`config.mk`:
```
export PLATFORM = sky130hd
export DESIGN_NAME = mem_arbiter_flat
export DESIGN_NICKNAME = d
export VERILOG_FILES = /design/src/rtl/mem_arbiter_pkg.sv /design/src/rtl/mem_arbiter_if.sv /design/src/rtl/mem_arbiter_rr.sv /design/src/rtl/mem_arbiter.sv /design/src/flat_wrapper.sv
export SDC_FILE = /design/constraint.sdc
export NUM_CORES = 1
export LEC_CHECK = 0
export BUFFER_PORTS_ARGS = -buffer_cell sky130_fd_sc_hd__buf_2
export CORE_AREA = 2 2 390 392
export DETAILED_ROUTE_END_ITERATION = 8
export DIE_AREA = 0 0 392 394
export SYNTH_ARGS = -nofsm -noshare
export SYNTH_HDL_FRONTEND = slang
export SYNTH_HIERARCHICAL = 1
export SYNTH_SLANG_ARGS = --single-unit
```
`constraint.sdc`:
```
create_clock -name i_clk -period 13.7 [get_ports i_clk]
set_clock_uncertainty 0.15 [all_clocks]
set_input_delay 0.685 -clock i_clk [delete_from_list [all_inputs] [get_ports i_clk]]
set_output_delay 0.685 -clock i_clk [all_outputs]
set_load 0.02 [all_outputs]
```
`src/rtl/mem_arbiter_pkg.sv`:
```
// Shared memory-port definitions: address type, memory geometry and command record.
// Latency: n/a (types and constants only).
// Backpressure: n/a.
package mem_arbiter_pkg;

    localparam int MEM_SIZE  = 1024;   // memory words
    localparam int MEM_REQS  = 4;      // requesters sharing the memory port
    localparam int MEM_WORD  = 32;     // bits per memory word
    localparam int MEM_BLOCK = 4;      // words per block transfer

    typedef logic [$clog2(MEM_SIZE)-1:0] addr_t;

    // Command record at the default memory geometry, for blocks that talk to the arbiter.
    typedef struct packed {
        logic                                 we;
        addr_t                                addr;
        logic [MEM_BLOCK-1:0][MEM_WORD-1:0]   wdata;
        logic [$clog2(MEM_BLOCK):0]           wr_size;
        logic [$clog2(MEM_REQS)-1:0]          id;
    } mem_cmd_t;

endpackage

```
`src/rtl/mem_arbiter_if.sv`:
```
// Requester-side and memory-side bus of the memory arbiter.
// Latency: n/a (wires only).
// Backpressure: none; o_gnt is the only accept signal, requests wait for it.
// Ports: slave = arbiter view, master = requesters + memory view.
interface mem_arbiter_if
    import mem_arbiter_pkg::*;
#(
    parameter int NREQ       = MEM_REQS,
    parameter int SIZE       = MEM_WORD,
    parameter int BLOCK_SIZE = MEM_BLOCK,
    parameter int ADDR_SIZE  = $bits(addr_t)
);
    localparam int IDXW = $clog2(NREQ);
    localparam int WSW  = $clog2(BLOCK_SIZE) + 1;

    // requester side
    logic [NREQ-1:0]                             i_req;
    logic [NREQ-1:0]                             i_we;
    logic [NREQ-1:0][ADDR_SIZE-1:0]              i_addr;
    logic [NREQ-1:0][BLOCK_SIZE-1:0][SIZE-1:0]   i_wdata;
    logic [NREQ-1:0][WSW-1:0]                    i_wr_size;
    logic [NREQ-1:0]                             o_gnt;
    logic                                        o_rvalid;
    logic [IDXW-1:0]                             o_rid;
    logic [BLOCK_SIZE-1:0][SIZE-1:0]             o_rdata;
    logic                                        o_err;
    logic [IDXW-1:0]                             o_err_id;

    // memory side
    logic [ADDR_SIZE-1:0]                        o_mem_addr_w;
    logic [BLOCK_SIZE-1:0][SIZE-1:0]             o_mem_data_w;
    logic [WSW-1:0]                              o_mem_wr_size;
    logic                                        o_mem_wr_en;
    logic [ADDR_SIZE-1:0]                        o_mem_addr_r;
    logic [BLOCK_SIZE-1:0][SIZE-1:0]             i_mem_rdata;

    modport slave (
        input  i_req, i_we, i_addr, i_wdata, i_wr_size, i_mem_rdata,
        output o_gnt, o_rvalid, o_rid, o_rdata, o_err, o_err_id,
        output o_mem_addr_w, o_mem_data_w, o_mem_wr_size, o_mem_wr_en, o_mem_addr_r
    );

    modport master (
        output i_req, i_we, i_addr, i_wdata, i_wr_size, i_mem_rdata,
        input  o_gnt, o_rvalid, o_rid, o_rdata, o_err, o_err_id,
        input  o_mem_addr_w, o_mem_data_w, o_mem_wr_size, o_mem_wr_en, o_mem_addr_r
    );

endinterface

```
`src/rtl/mem_arbiter_rr.sv`:
```
// Round-robin grant among NREQ requesters; search starts at a rotating pointer.
// Latency: grant is combinational in the request cycle; pointer moves at the closing edge.
// Backpressure: none; an unserved request simply waits for the search to reach it.
// Ports: clk, rst (async, active-high), req in, gnt one-hot out, gnt_idx/gnt_vld out.
module rr_arbiter #(
    parameter int NREQ = 4,
    parameter int IDXW = $clog2(NREQ)
) (
    input  logic            clk,
    input  logic            rst,
    input  logic [NREQ-1:0] req,
    output logic [NREQ-1:0] gnt,
    output logic [IDXW-1:0] gnt_idx,
    output logic            gnt_vld
);

    logic [IDXW-1:0] ptr_q;
    logic [IDXW-1:0] cand;

    // First set request at or above the pointer, wrapping; nothing is granted in reset.
    always_comb begin
        gnt     = '0;
        gnt_idx = '0;
        gnt_vld = 1'b0;
        cand    = '0;
        if (!rst) begin
            for (int i = 0; i < NREQ; i++) begin
                cand = IDXW'((int'(ptr_q) + i) % NREQ);
                if (!gnt_vld && req[cand]) begin
                    gnt_vld = 1'b1;
                    gnt_idx = cand;
                end
            end
            if (gnt_vld) begin
                gnt[gnt_idx] = 1'b1;
            end
        end
    end

    // Winner becomes lowest priority next cycle; pointer holds when idle.
    always_ff @(posedge clk or posedge rst) begin
        if (rst) begin
            ptr_q <= '0;
        end else if (gnt_vld) begin
            ptr_q <= (gnt_idx == IDXW'(NREQ - 1)) ? '0 : gnt_idx + IDXW'(1);
        end
    end

endmodule

```
`src/rtl/mem_arbiter.sv`:
```
// Shares one block-read/block-write memory port among NREQ requesters, round-robin.
// Latency: grant combinational (T), mem access T+1, read data with o_rvalid in T+2.
// Backpressure: none; one command accepted per cycle, requests wait for o_gnt.
// Ports: i_clk, i_rst (async, active-high), bus (requester + memory signals, slave view).
module mem_arbiter
    import mem_arbiter_pkg::*;
#(
    parameter int NREQ       = MEM_REQS,
    parameter int SIZE       = MEM_WORD,
    parameter int BLOCK_SIZE = MEM_BLOCK,
    parameter int DEPTH      = MEM_SIZE,
    parameter int ADDR_SIZE  = $bits(addr_t)
) (
    input  logic          i_clk,
    input  logic          i_rst,
    mem_arbiter_if.slave  bus
);

    localparam int IDXW = $clog2(NREQ);
    localparam int WSW  = $clog2(BLOCK_SIZE) + 1;
    // Wide enough that base + last-word offset can never wrap.
    localparam int BW   = ADDR_SIZE + $clog2(BLOCK_SIZE * SIZE) + 1;
    localparam logic [BW-1:0] LAST_OFS = BW'((BLOCK_SIZE - 1) * SIZE);
    localparam logic [BW-1:0] DEPTH_W  = BW'(DEPTH);

    typedef struct packed {
        logic                            we;
        logic [ADDR_SIZE-1:0]            addr;
        logic [BLOCK_SIZE-1:0][SIZE-1:0] wdata;
        logic [WSW-1:0]                  wr_size;
        logic [IDXW-1:0]                 id;
    } cmd_t;

    logic [NREQ-1:0] gnt;
    logic [IDXW-1:0] gnt_idx;
    logic            gnt_vld;

    rr_arbiter #(.NREQ(NREQ)) u_rr (
        .clk     (i_clk),
        .rst     (i_rst),
        .req     (bus.i_req),
        .gnt     (gnt),
        .gnt_idx (gnt_idx),
        .gnt_vld (gnt_vld)
    );

    assign bus.o_gnt = gnt;

    // Winner's command, size clamped, plus its bounds check.
    cmd_t            sel_cmd;
    logic [BW-1:0]   sel_last;
    logic            sel_in_range;

    always_comb begin
        sel_cmd       = '0;
        sel_cmd.we    = bus.i_we[gnt_idx];
        sel_cmd.addr  = bus.i_addr[gnt_idx];
        sel_cmd.wdata = bus.i_wdata[gnt_idx];
        sel_cmd.wr_size = (bus.i_wr_size[gnt_idx] > WSW'(BLOCK_SIZE)) ?
                          WSW'(BLOCK_SIZE) : bus.i_wr_size[gnt_idx];
        sel_cmd.id    = gnt_idx;
        sel_last      = BW'(sel_cmd.addr) + LAST_OFS;
        sel_in_range  = sel_last < DEPTH_W;
    end

    // Command register: valid for exactly the cycle after its grant.
    cmd_t cmd_q;
    logic cmd_vld_q;
    logic in_range_q;

    always_ff @(posedge i_clk or posedge i_rst) begin
        if (i_rst) begin
            cmd_q      <= '0;
            cmd_vld_q  <= 1'b0;
            in_range_q <= 1'b0;
        end else begin
            cmd_vld_q <= gnt_vld;
            if (gnt_vld) begin
                cmd_q      <= sel_cmd;
                in_range_q <= sel_in_range;
            end
        end
    end

    // Enables come straight off the command flops, so reset kills an uncommitted write at once.
    logic wr_issue;
    logic rd_issue;

    assign wr_issue = cmd_vld_q && cmd_q.we && in_range_q && (cmd_q.wr_size != '0);
    assign rd_issue = cmd_vld_q && !cmd_q.we && in_range_q;

    assign bus.o_mem_wr_en   = wr_issue;
    assign bus.o_mem_addr_w  = cmd_q.addr;
    assign bus.o_mem_data_w  = cmd_q.wdata;
    assign bus.o_mem_wr_size = cmd_q.wr_size;
    assign bus.o_mem_addr_r  = cmd_q.addr;
    assign bus.o_err         = cmd_vld_q && !in_range_q;
    assign bus.o_err_id      = cmd_q.id;

    // Read response stage; data holds between pulses.
    logic                            rvalid_q;
    logic [IDXW-1:0]                 rid_q;
    logic [BLOCK_SIZE-1:0][SIZE-1:0] rdata_q;

    always_ff @(posedge i_clk or posedge i_rst) begin
        if (i_rst) begin
            rvalid_q <= 1'b0;
            rid_q    <= '0;
            rdata_q  <= '0;
        end else begin
            rvalid_q <= rd_issue;
            if (rd_issue) begin
                rid_q   <= cmd_q.id;
                rdata_q <= bus.i_mem_rdata;
            end
        end
    end

    assign bus.o_rvalid = rvalid_q;
    assign bus.o_rid    = rid_q;
    assign bus.o_rdata  = rdata_q;

endmodule

```
`src/flat_wrapper.sv`:
```
// flat-port wrapper written by rule: the top's interface ports become plain ports
module mem_arbiter_flat import mem_arbiter_pkg::*;
#(
    parameter int NREQ       = MEM_REQS,
    parameter int SIZE       = MEM_WORD,
    parameter int BLOCK_SIZE = MEM_BLOCK,
    parameter int DEPTH      = MEM_SIZE,
    parameter int ADDR_SIZE  = $bits(addr_t)
)
  (i_clk, i_rst, bus_i_req, bus_i_we, bus_i_addr, bus_i_wdata, bus_i_wr_size, bus_i_mem_rdata, bus_o_gnt, bus_o_rvalid, bus_o_rid, bus_o_rdata, bus_o_err, bus_o_err_id, bus_o_mem_addr_w, bus_o_mem_data_w, bus_o_mem_wr_size, bus_o_mem_wr_en, bus_o_mem_addr_r);
  mem_arbiter_if #(.NREQ(NREQ), .SIZE(SIZE), .BLOCK_SIZE(BLOCK_SIZE), .ADDR_SIZE(ADDR_SIZE)) bus_i ();
  input  logic i_clk;
  input  logic i_rst;
  input wire logic [$bits(bus_i.i_req)-1:0] bus_i_req;
  input wire logic [$bits(bus_i.i_we)-1:0] bus_i_we;
  input wire logic [$bits(bus_i.i_addr)-1:0] bus_i_addr;
  input wire logic [$bits(bus_i.i_wdata)-1:0] bus_i_wdata;
  input wire logic [$bits(bus_i.i_wr_size)-1:0] bus_i_wr_size;
  input wire logic [$bits(bus_i.i_mem_rdata)-1:0] bus_i_mem_rdata;
  output wire logic [$bits(bus_i.o_gnt)-1:0] bus_o_gnt;
  output wire logic [$bits(bus_i.o_rvalid)-1:0] bus_o_rvalid;
  output wire logic [$bits(bus_i.o_rid)-1:0] bus_o_rid;
  output wire logic [$bits(bus_i.o_rdata)-1:0] bus_o_rdata;
  output wire logic [$bits(bus_i.o_err)-1:0] bus_o_err;
  output wire logic [$bits(bus_i.o_err_id)-1:0] bus_o_err_id;
  output wire logic [$bits(bus_i.o_mem_addr_w)-1:0] bus_o_mem_addr_w;
  output wire logic [$bits(bus_i.o_mem_data_w)-1:0] bus_o_mem_data_w;
  output wire logic [$bits(bus_i.o_mem_wr_size)-1:0] bus_o_mem_wr_size;
  output wire logic [$bits(bus_i.o_mem_wr_en)-1:0] bus_o_mem_wr_en;
  output wire logic [$bits(bus_i.o_mem_addr_r)-1:0] bus_o_mem_addr_r;
  assign bus_i.i_req = bus_i_req;
  assign bus_i.i_we = bus_i_we;
  assign bus_i.i_addr = bus_i_addr;
  assign bus_i.i_wdata = bus_i_wdata;
  assign bus_i.i_wr_size = bus_i_wr_size;
  assign bus_i.i_mem_rdata = bus_i_mem_rdata;
  assign bus_o_gnt = bus_i.o_gnt;
  assign bus_o_rvalid = bus_i.o_rvalid;
  assign bus_o_rid = bus_i.o_rid;
  assign bus_o_rdata = bus_i.o_rdata;
  assign bus_o_err = bus_i.o_err;
  assign bus_o_err_id = bus_i.o_err_id;
  assign bus_o_mem_addr_w = bus_i.o_mem_addr_w;
  assign bus_o_mem_data_w = bus_i.o_mem_data_w;
  assign bus_o_mem_wr_size = bus_i.o_mem_wr_size;
  assign bus_o_mem_wr_en = bus_i.o_mem_wr_en;
  assign bus_o_mem_addr_r = bus_i.o_mem_addr_r;
  mem_arbiter #(.NREQ(NREQ), .SIZE(SIZE), .BLOCK_SIZE(BLOCK_SIZE), .DEPTH(DEPTH), .ADDR_SIZE(ADDR_SIZE)) u_core (.i_clk(i_clk), .i_rst(i_rst), .bus(bus_i));
endmodule
```
* After elaboration in Yosys (flattened, before gate mapping)
Index checks and enable logic that the tools add are counted.
Word-level totals: register bits after elaboration 279, output and inout bits 290, word-level logic and storage cells 85
Cells by class: add/subtract/negate cells 5, $lt $le $gt $ge 9, eq/ne operators 1, muxes and demuxes 37, reduce and logical (&&, ||, !) cells 16
Operators with widths (count):
- binary-select mux 128 bit (select 2 bit) | 1
- 2-to-1 mux 128 bit | 1
- binary-select mux 10 bit (select 2 bit) | 1
- < comparator 18 x 11 -> 1 bit (second input constant) | 1
- < comparator 2 x 3 -> 1 bit (second input constant) | 6
- 2-to-1 mux 1 bit | 15
- 2-to-1 mux 2 bit | 7
- adder 10 x 7 -> 11 bit (second input constant) | 1
- binary-select mux 1 bit (select 2 bit) | 5
- logical AND 1 bit | 10
- 2-to-1 mux 10 bit | 1
- 2-to-1 mux 4 bit | 2
- binary-select mux 3 bit (select 2 bit) | 1
- 2-to-1 mux 3 bit | 2
- zero test 1 bit | 5
- adder 2 x 1 -> 2 bit (second input constant) | 2
- adder 2 bit (second input constant) | 2
- greater-than comparator 3 bit (second input constant) | 1
- nonzero test 3 bit | 1
- demux 1 bit (select 2 bit) | 1
- == test 2 bit (second input constant) | 1
- greater-or-equal comparator 2 x 1 -> 1 bit (second input constant) | 1

* Depth between registers and ports, before layout
Gate-level depths: netlist (run 1).
depth in word-level cells 22, depth in mapped cells 10

* By module
Netlist (run 1), hierarchy kept.
By module, submodules not included:
- mem_arbiter | times used 1, cells an instance 922, area an instance 14762.9 µm², sequential area each 6931.6 µm²
- rr_arbiter | times used 1, cells an instance 28, area an instance 216.5 µm², sequential area each 50.0 µm²

* Worst setup path before layout (run 1)
Ideal clock, no wire load.
path kind input port to flip-flop, start in bus_i_req[2], end reg u_core.cmd_q (netlist bit u_core/bus.o_mem_wr_size[2]), setup time 0.125 ns, arrival time 2.569 ns, path slack 10.857 ns, stages on the path 7, buffers on the path 2, cells stage by stage a22o_1 -> a211o_4 -> nor2_4 -> buf_6 -> buf_2 -> mux4_2 -> mux2_2
On the way: word-level cells in the longest chain between the ends 21, elaborated cells between the ends (all ways) 33
Ends and longest elaborated chain:
- from (decl) | line flat_wrapper.sv:14 | input wire logic [$bits(bus_i.i_req)-1:0] bus_i_req;
- binary-select mux 1 bit (select 2 bit) | line mem_arbiter_rr.sv:29 | if (!gnt_vld && req[cand]) begin
- 2-to-1 mux 1 bit (not written as such) | line mem_arbiter_rr.sv:29
- 2-to-1 mux 1 bit | line mem_arbiter_rr.sv:29
- 2-to-1 mux 1 bit | line mem_arbiter_rr.sv:26 | if (!rst) begin
- zero test 1 bit | line mem_arbiter_rr.sv:29
- logical AND 1 bit | line mem_arbiter_rr.sv:29
- 2-to-1 mux 1 bit | line mem_arbiter_rr.sv:29
- 2-to-1 mux 1 bit | line mem_arbiter_rr.sv:26
- [... 5 more ...]
- logical AND 1 bit | line mem_arbiter_rr.sv:29
- 2-to-1 mux 2 bit (*) | line mem_arbiter_rr.sv:29
- 2-to-1 mux 2 bit (*) (2 in a row) | line mem_arbiter_rr.sv:26
- via u_core.gnt_idx[0] | line mem_arbiter.sv:35 | logic [IDXW-1:0] gnt_idx;
- binary-select mux 3 bit (select 2 bit) (*) | line mem_arbiter.sv:59, mem_arbiter.sv:60
- 2-to-1 mux 3 bit (not written as such) (*) | line mem_arbiter.sv:59, mem_arbiter.sv:60
- greater-than comparator 3 bit | line mem_arbiter.sv:59 | sel_cmd.wr_size = (bus.i_wr_size[gnt_idx] > WSW'(BLOCK_SIZE)) ?
- 2-to-1 mux 3 bit (*) | line mem_arbiter.sv:59
- to (signal assigned) | line mem_arbiter.sv:79 | cmd_q <= sel_cmd;
- to (decl) | line mem_arbiter.sv:67 | cmd_t cmd_q;
Mark *: on every way through the listed nets, which the timed path passes. The rest lies on a longest branch. The select of a mux whose other input is x is not followed. A chain may end at the register's enable or synchronous reset.

* Final worst setup path (run 1)
start reg u_core.u_rr.ptr_q[0], end reg u_core.cmd_q (netlist bit u_core/bus.o_mem_addr_r[7])
On the way: word-level cells in the longest chain between the ends 19, elaborated cells between the ends (all ways) 34
Ends and longest elaborated chain:
- from (decl) | line mem_arbiter_rr.sv:17 | logic [IDXW-1:0] ptr_q;
- from (signal assigned) | line mem_arbiter_rr.sv:45 | ptr_q <= (gnt_idx == IDXW'(NREQ - 1)) ? '0 : gnt_idx + IDXW'(1);
- binary-select mux 1 bit (select 2 bit) | line mem_arbiter_rr.sv:29
- 2-to-1 mux 1 bit (not written as such) | line mem_arbiter_rr.sv:29
- 2-to-1 mux 1 bit | line mem_arbiter_rr.sv:29
- 2-to-1 mux 1 bit | line mem_arbiter_rr.sv:26
- zero test 1 bit | line mem_arbiter_rr.sv:29
- logical AND 1 bit | line mem_arbiter_rr.sv:29
- 2-to-1 mux 1 bit | line mem_arbiter_rr.sv:29
- 2-to-1 mux 1 bit | line mem_arbiter_rr.sv:26
- [... 3 more ...]
- 2-to-1 mux 1 bit | line mem_arbiter_rr.sv:26
- zero test 1 bit | line mem_arbiter_rr.sv:29
- logical AND 1 bit | line mem_arbiter_rr.sv:29
- 2-to-1 mux 2 bit (*) | line mem_arbiter_rr.sv:29
- 2-to-1 mux 2 bit (*) (2 in a row) | line mem_arbiter_rr.sv:26
- via u_core.gnt_idx[0] | line mem_arbiter.sv:35
- binary-select mux 10 bit (select 2 bit) (*) | line mem_arbiter.sv:57 | sel_cmd.addr = bus.i_addr[gnt_idx];
- 2-to-1 mux 10 bit (not written as such) (*) | line mem_arbiter.sv:57
Marked as above.

==> results of run 1 <==
worst max-delay path: cells and delay by family (launching register included):
kind	cells	cell delay, ns
flip-flops	1	0.38
buffers and inverters	4	2.01
AO/OA/AOI/OAI	2	0.59
multiplexers	2	0.94
AND/OR/NAND/NOR	1	0.41
routing by layer:
layer	share of wire	wire length (um)	track usage	vias to the layer above
met2	0.47	47800	0.211	770
met1	0.39	39700	0.149	6317
met5	0.0041	417	0	-
met4	0.030	3040	0.0359	66
li1	-	-	-	5131
met3	0.11	10900	0.0541	181
state kept, by name, summed over array words and instances (netlist names):
signal	count
u_core/bus.o_mem_data_w	128
u_core/bus.o_rdata	128
u_core/bus.o_mem_addr_r	10
u_core/bus.o_mem_wr_size	3
u_core/bus.o_err_id	2
u_core/bus.o_rid	2
u_core/u_rr/ptr_q	2
u_core/bus.o_rvalid	1
u_core/cmd_q	1
u_core/cmd_vld_q	1
u_core/in_range_q	1
power groups by stage:
stage	clock network [mW]	logic, mW	registers, mW
after global routing	1.18	2.06	1.42
after CTS	1.16	2.03	1.38
after detailed placement	0	2.02	1.39
after floorplan	0	1.05	1.56
final	1.11	1.95	1.37
after global placement	0	2.01	1.38
final cells by class:
class                      instances  area [um2]  area share
sequential                       279        6980       0.310
inverter                           7        33.8     0.00150
timing repair buffer            1007        5090       0.226
tap                             2030        2540       0.113
multi-input combinational        449        6510       0.289
antenna                           12        30.0     0.00133
clock inverter                    21         264      0.0117
clock buffer                      51        1080      0.0480
cell families (layout without fill, tap and decap cells):
kind of cell | after synthesis | in the layout | synth area share
muxes | 413 | 413 | 0.417
DFF | 279 | 279 | 0.466
buffers and inverters | 222 | 1086 | 0.101
and+or+nand+nor | 21 | 21 | 0.00769
AOI/OAI and AO/OA | 14 | 14 | 0.00718
xor gates and xnor gates | 1 | 1 | 0.000585
other | 0 | 12 | 0
through the flow:
| stage | cell area [um2] | total power, mW | cells | setup slack (ns) |
|---|---|---|---|---|
| floorplan | 15000 | 2.61 | 950 | 5.23 |
| global placement | 21100 | 3.39 | 3771 | 8.40 |
| detailed placement | 21100 | 3.41 | 3771 | 8.40 |
| CTS | 22500 | 4.57 | 3844 | 8.80 |
| global route | 22500 | 4.66 | 3848 | 8.53 |
| finish | 22500 | 4.43 | 3856 | 9.00 |
cell usage after synthesis (2+ instances only):
cell	instances
dfrtp_1	279
mux2_2	271
buf_4	153
mux4_2	142
buf_2	33
clkbuf_1	16
buf_6	9
nor2_1	7
inv_1	6
a21oi_1	4
buf_1	4
o21ai_0	3
and2_1	2
nand2_1	2
nand2b_1	2
nand3b_1	2
nor3_1	2
repair_timing:
item,CTS,global route
hold buffers,1,0
endpoints found under the hold margin,2,0
setup endpoints to repair,0,0
final timing paths:
kind	end	slack, ns	cells past startpoint
setup reg to reg	u_core/bus.o_mem_addr_r[7]	9.00	9
hold / removal	u_core/bus.o_rdata[61]	0.16	2
max in group asynchronous	u_core/bus.o_mem_data_w[4]	10.68	5
min in group asynchronous	u_core/u_rr/ptr_q[0]	0.56	3
hold reg to reg	u_core/bus.o_mem_data_w[38]	0.35	1
setup / recovery	u_core/bus.o_mem_addr_r[7]	9.00	9
==> impl_metrics.ini, run 1 <==
[floorplanning]
die_h_um = 394
rows = 143
fp.dieArea_um2 = 154000
start_util = 0.0994
ios = 992
core-area_um2 = 151000
dieWidth_um = 392

[power_and_ir_drop]
swShare = 0.421
pwr_density_cell_nw_per_um2 = 197
clkPwrFrac = 0.250
seqPwrFrac = 0.309
leakage_nw = 9.88
power_frac_comb = 0.441
irDropWorstVdd_mv = 0.0683
intPower_mw = 2.57
net-switching-power_mw = 1.87

[worst_setup_path]
critPathKind = reg -> reg
max_stage_delay_ns = 0.78
cpMostUsedCell = buf_4
required_ns = 14.01
reg2reg_from = u_core/u_rr/ptr_q[0]
crit_chain = inv_2, a22o_1, a211o_4, nor2_4, buf_4, buf_4, buf_4, mux4_2, mux2_2
start_kind = flip-flop
crit_start = u_core/u_rr/ptr_q[0]
cpMaxStageDelayCell = buf_4
worstPathArrival_ns = 5.02
crit_fanout = 42
critPathCaptureType = flip-flop

[clock_network]
clock_latency_ns = 0.58
tritoncts = done
cts_root_buffer = clkbuf_16
cts_resized = 0
clk_pin_slew_worst_paths_ns = 0.06
clk_path_buf_depth = 3
cts_setup_buffers = 0
cts_max_level = 2
clock_sinks = 279
cts_buffers = 40

[flow_run]
drv_cap = 0

[detailed_routing]
first_pass_iters = 5
wire_per_inst_um = 26.4
drt_wl_total_mm = 102
vias = 12465
antenna_left = 0
vias_per_cell = 3.23
drt-initial-drc-count = 741
drcViolationCount = 0

[final_layout]
drive_above_1_share = 0.824
finish.utilization = 0.150
num-fill-cells = 17005
nets = 2486
final_common_cell = buf_2
mostFrequentLayoutCells = buf_2, dfrtp_1, mux2_2, mux4_2, clkbuf_16
area_delta_synth_final_pct = 50.4

[sta]
rsz0062_at_grt = false
min_period_over_period = 0.343
fmax_mhz = 213
min_period_ns = 4.70
fin_hold_ws_ns = 0.164
fin_setup_tns_ns = 0
hold_viol = 0
worstMarginPinSlew_ns = 0.919
setup_viol = 0
slew_violations = 0
relSlewSlack = 0.387

[hold_path]
worstHoldStart = bus_i_mem_rdata[61]
hp-class = in -> reg

[global_route]
grt_pass1_wl_mm = 129
antenna_found_initial = 101
globalRouteTotalUtil = 0.127
grt_pass1_vias = 12942
grt-ovfl-total = 0
grt_max_degree = 96

[placed_design]
io_buffers = 991
hpwl_mm = 88.9
routabilityCongestion = 0.972

[synthesis]
synth-edff-count = 0
ys.flop_type = dfrtp_1
syn_inst = 950
synth.yosys.seq_area_share = 0.466
syn-mean-instance-area_um2 = 15.8
synthesis.area_um2 = 15000
yosys-top-cells-area = dfrtp_1, mux4_2, mux2_2, buf_4, buf_2
ys_warn_count = 6
syn_nets = 1652
async_reset_ff_frac = 1.00
ys_ff_latch = 279
synth.distinct_cells = 30
netlist.area_leader.share = 0.466
yosysTopAreaCell = dfrtp_1

[status]
status = complete, no violations
(Power assumes the default switching activity.)
==> inputs of run 2 (changes only) <==
==> constraint.sdc (replaced) <==
create_clock -name i_clk -period 4 [get_ports i_clk]
set_clock_uncertainty 0.15 [all_clocks]
set_input_delay 0.2 -clock i_clk [delete_from_list [all_inputs] [get_ports i_clk]]
set_output_delay 0.2 -clock i_clk [all_outputs]
set_load 0.02 [all_outputs]
==> impl_metrics.ini, run 2 (synthesis results as in run 1) <==
[flow_run]
drv_cap = 0

[global_route]
antenna_found_initial = 74
grt-ovfl-total = 0
grt_pass1_vias = 14998
globalRouteTotalUtil = 0.132
grt_pass1_wl_mm = 136
grt_max_degree = 65

[detailed_routing]
drcViolationCount = 0
drt-initial-drc-count = 755
first_pass_iters = 5
antenna_left = 0
drt_wl_total_mm = 106
wire_per_inst_um = 24.6
vias_per_cell = 3.29
vias = 14188

[clock_network]
clock_latency_ns = 0.59
cts_max_level = 2
cts_setup_buffers = 0
clock_sinks = 279
clk_pin_slew_worst_paths_ns = 0.06
tritoncts = done
cts_buffers = 41
clk_path_buf_depth = 3
cts_root_buffer = clkbuf_16

[final_layout]
mostFrequentLayoutCells = buf_2, dlygate4sd3_1, dfrtp_1, mux2_2, mux4_2
num-fill-cells = 16674
drive_above_1_share = 0.677
nets = 2919
final_common_cell = buf_2
area_delta_synth_final_pct = 80.0

[worst_setup_path]
required_ns = 4.33
cpMaxStageDelayCell = dlygate4sd3_1
critPathCaptureType = flip-flop
crit_fanout = 31
start_kind = flip-flop
crit_chain = inv_2, a22o_1, a211o_4, nor2_4, buf_12, buf_4, mux4_2, dlygate4sd3_1, mux2_2
worstPathArrival_ns = 3.97
critPathKind = reg -> reg
max_stage_delay_ns = 0.59

[placed_design]
pre_cts_ws_ns = 0.964
io_buffers = 991
hpwl_mm = 89.7
routabilityCongestion = 0.950

[floorplanning]
core-area_um2 = 151000
ios = 992
fp.dieArea_um2 = 154000
start_util = 0.0994
dieWidth_um = 392
rows = 143
die_h_um = 394

[power_and_ir_drop]
irDropWorstVdd_mv = 0.231
leakage_nw = 11.7
p_total_mw = 16.1
pwr_density_cell_nw_per_um2 = 599

[sta]
fmax_mhz = 275
hold_viol = 0
rsz0062_at_grt = false
layout_setup_ws_ns = 0.365
relSlewSlack = 0.487
setup_viol = 0
worstMarginPinSlew_ns = 0.768
min_period_over_period = 0.909
min_period_ns = 3.64
slew_violations = 0

[status]
status = complete, no violations

[hold_path]
hp-class = in -> reg
run 2: power by group:
group | total (mW) | internal [mW] | switching [mW] | leakage, nW
Sequential | 4.77 | 3.96 | 0.810 | 3.26
Combinational | 7.66 | 3.30 | 4.35 | 7.82
Clock | 3.71 | 2.12 | 1.59 | 0.642
Total | 16.1 | 9.39 | 6.75 | 11.7
run 2: final timing paths:
kind                                             startpoint                           to  slack, ns  cells after the start
worst max-delay path                   u_core/u_rr/ptr_q[0]  u_core/bus.o_mem_data_w[54]       0.36                      9
worst min-delay path                         bus_i_addr[36]            u_core/in_range_q       0.10                      4
worst max register to register         u_core/u_rr/ptr_q[0]  u_core/bus.o_mem_data_w[54]       0.36                      9
worst min register to register  u_core/bus.o_mem_data_w[45]  u_core/bus.o_mem_data_w[45]       0.35                      1
max in group asynchronous                             i_rst  u_core/bus.o_mem_data_w[62]       2.49                      4
min in group asynchronous                             i_rst  u_core/bus.o_mem_data_w[34]       0.29                      3
run 2: final cells by class:
type,instances,area (um2),area share
repair buffers,1439,9490,0.352
flip-flops and latches,279,6980,0.259
multi-input cells,449,6510,0.241
well taps,2030,2540,0.0942
clock buffers,53,1120,0.0416
clock inverters,21,198,0.00733
diodes,37,92.6,0.00343
inverters,7,30.0,0.00111
run 2: worst max-delay path, delay by kind of cell, from the launching register on:
kind            cells  cell delay (ns)
simple gates        1             0.16
buf+inv             4             1.28
mux                 2             0.82
compound gates      2             0.60
flops               1             0.38
run 2: per-layer routing:
layer | up-vias | share of wire | track usage
li1 | 6017 | - | -
met1 | 7148 | 0.41 | 0.159
met2 | 805 | 0.47 | 0.221
met3 | 182 | 0.084 | 0.0439
met4 | 36 | 0.034 | 0.0401
met5 | - | 0.0035 | 0
run 2: stage by stage:
stage                util  cells  setup TNS (ns)  hold WS, ns  area [um2]
global placement    0.143   3796               0       0.0693       21500
finish              0.179   4315               0        0.101       27000
floorplan               -    950           -4.25       -0.209       15000
detailed placement  0.143   3796               0       0.0669       21500
global route        0.179   4295               0       0.0379       26900
CTS                 0.178   4278               0      0.00483       26900
run 2: what timing repair did:
| item | in CTS | in global routing |
|---|---|---|
| hold buffers | 408 | 0 |
| gates resized for setup | 0 | 0 |
| endpoints found under the hold margin | 281 | 0 |
==> inputs of run 3 (changes only) <==
==> constraint.sdc (replaced) <==
create_clock -name i_clk -period 4 [get_ports i_clk]
set_clock_uncertainty 0.15 [all_clocks]
set_input_delay 0.4 -clock i_clk [delete_from_list [all_inputs] [get_ports i_clk]]
set_output_delay 0.4 -clock i_clk [all_outputs]
set_load 0.02 [all_outputs]
==> impl_metrics.ini, run 3 (synthesis results as in run 1) <==
[status]
status = complete, no violations

[global_route]
grt-ovfl-total = 0
grt_max_degree = 89
antenna_found_initial = 74
grt_pass1_wl_mm = 129
globalRouteTotalUtil = 0.126
grt_pass1_vias = 13708

[sta]
hold_viol = 0
relSlewSlack = 0.416
slew_violations = 0
fin_setup_tns_ns = 0
worstMarginPinSlew_ns = 0.874
min_period_over_period = 0.780
min_period_ns = 3.12
setup_viol = 0
fmax_mhz = 320
fin_hold_ws_ns = 0.108
rsz0062_at_grt = false

[power_and_ir_drop]
irDropWorstVdd_mv = 0.227
p_total_mw = 15.4
leakage_nw = 10.5
pwr_density_cell_nw_per_um2 = 639

[floorplanning]
fp.dieArea_um2 = 154000
die_h_um = 394
start_util = 0.0994
dieWidth_um = 392
rows = 143
ios = 992
core-area_um2 = 151000

[clock_network]
cts_root_buffer = clkbuf_16
clock_sinks = 279
clock_latency_ns = 0.60
tritoncts = done
cts_max_level = 2
cts_setup_buffers = 0
clk_path_buf_depth = 3
cts_buffers = 40
clk_pin_slew_worst_paths_ns = 0.06

[final_layout]
final_common_cell = buf_2
nets = 2628
area_delta_synth_final_pct = 60.6
final_cell_area_um2 = 24100
instances_no_fill = 4021
mostFrequentLayoutCells = buf_2, dfrtp_1, mux2_2, mux4_2, dlygate4sd3_1
drive_above_1_share = 0.771

[worst_setup_path]
required_ns = 3.45
worstPathArrival_ns = 2.57
start_kind = flip-flop
crit_fanout = 41
crit_start = u_core/u_rr/ptr_q[0]
critPathCaptureType = primary output
reg2reg_from = u_core/u_rr/ptr_q[0]
critPathKind = reg -> out

[placed_design]
io_buffers = 991
place_area_um2 = 21400
routabilityCongestion = 0.968
place_inst = 3785
hpwl_mm = 87.7

[detailed_routing]
first_pass_iters = 4
drt_wl_total_mm = 101
wire_per_inst_um = 25.2
vias = 13012
drcViolationCount = 0
antenna_left = 0
drt-initial-drc-count = 810
vias_per_cell = 3.24

[hold_path]
hp-class = in -> reg
worstHoldStart = bus_i_wdata[255]

[flow_run]
drv_cap = 0
## run 3: metal layers
layer | track usage | vias to the layer above | routed length, um
met2 | 0.209 | 766 | 47400
met5 | 0 | - | 198
met4 | 0.0418 | 30 | 3760
met3 | 0.0391 | 177 | 8340
li1 | - | 5428 | -
met1 | 0.155 | 6611 | 41800
## run 3: power by group
part / internal, mW / total, mW / switching, mW
Clock: 2.16 / 3.68 / 1.52
Sequential: 3.96 / 4.75 / 0.795
Combinational: 2.74 / 6.95 / 4.21
Total: 8.86 / 15.4 / 6.53
## run 3: final timing paths
kind | slack, ns | cells past startpoint | to
max | 0.88 | 7 | bus_o_gnt[1]
min | 0.11 | 3 | u_core/bus.o_mem_data_w[127]
max reg2reg | 0.97 | 8 | u_core/bus.o_mem_data_w[29]
min reg2reg | 0.35 | 1 | u_core/bus.o_rdata[97]
max in group asynchronous | 2.06 | 4 | u_core/bus.o_mem_data_w[63]
min in group asynchronous | 0.25 | 3 | u_core/u_rr/ptr_q[0]
## run 3: worst max-delay path: stages (launching register included)
cell and delay (ns):
dfrtp_1 0.38, inv_2 0.06, a22o_1 0.22, a211o_4 0.37
nor2_4 0.15, buf_12 0.32, and2_1 0.25, buf_2 0.21
## run 3: area by class of cell
type / count / area, um2
Fill cell: 16921 / 127000
Sequential cell: 279 / 6980
Timing Repair Buffer: 1149 / 6590
Multi-Input combinational cell: 449 / 6510
Tap cell: 2030 / 2540
Clock buffer: 53 / 1110
Clock inverter: 19 / 214
Antenna cell: 35 / 87.6
Inverter: 7 / 30.0
## run 3: timing repair
action	in CTS	in global routing
endpoints found under the hold margin	146	0
hold buffers	129	0
gates resized for setup	0	0
## run 3: through the flow
stage	utilization	worst slack (ns)
after floorplan	-	-0.215
after detailed placement	0.142	0.848
after CTS	0.159	0.767
after global placement	0.142	0.895
after global routing	0.159	0.709
final	0.160	0.879
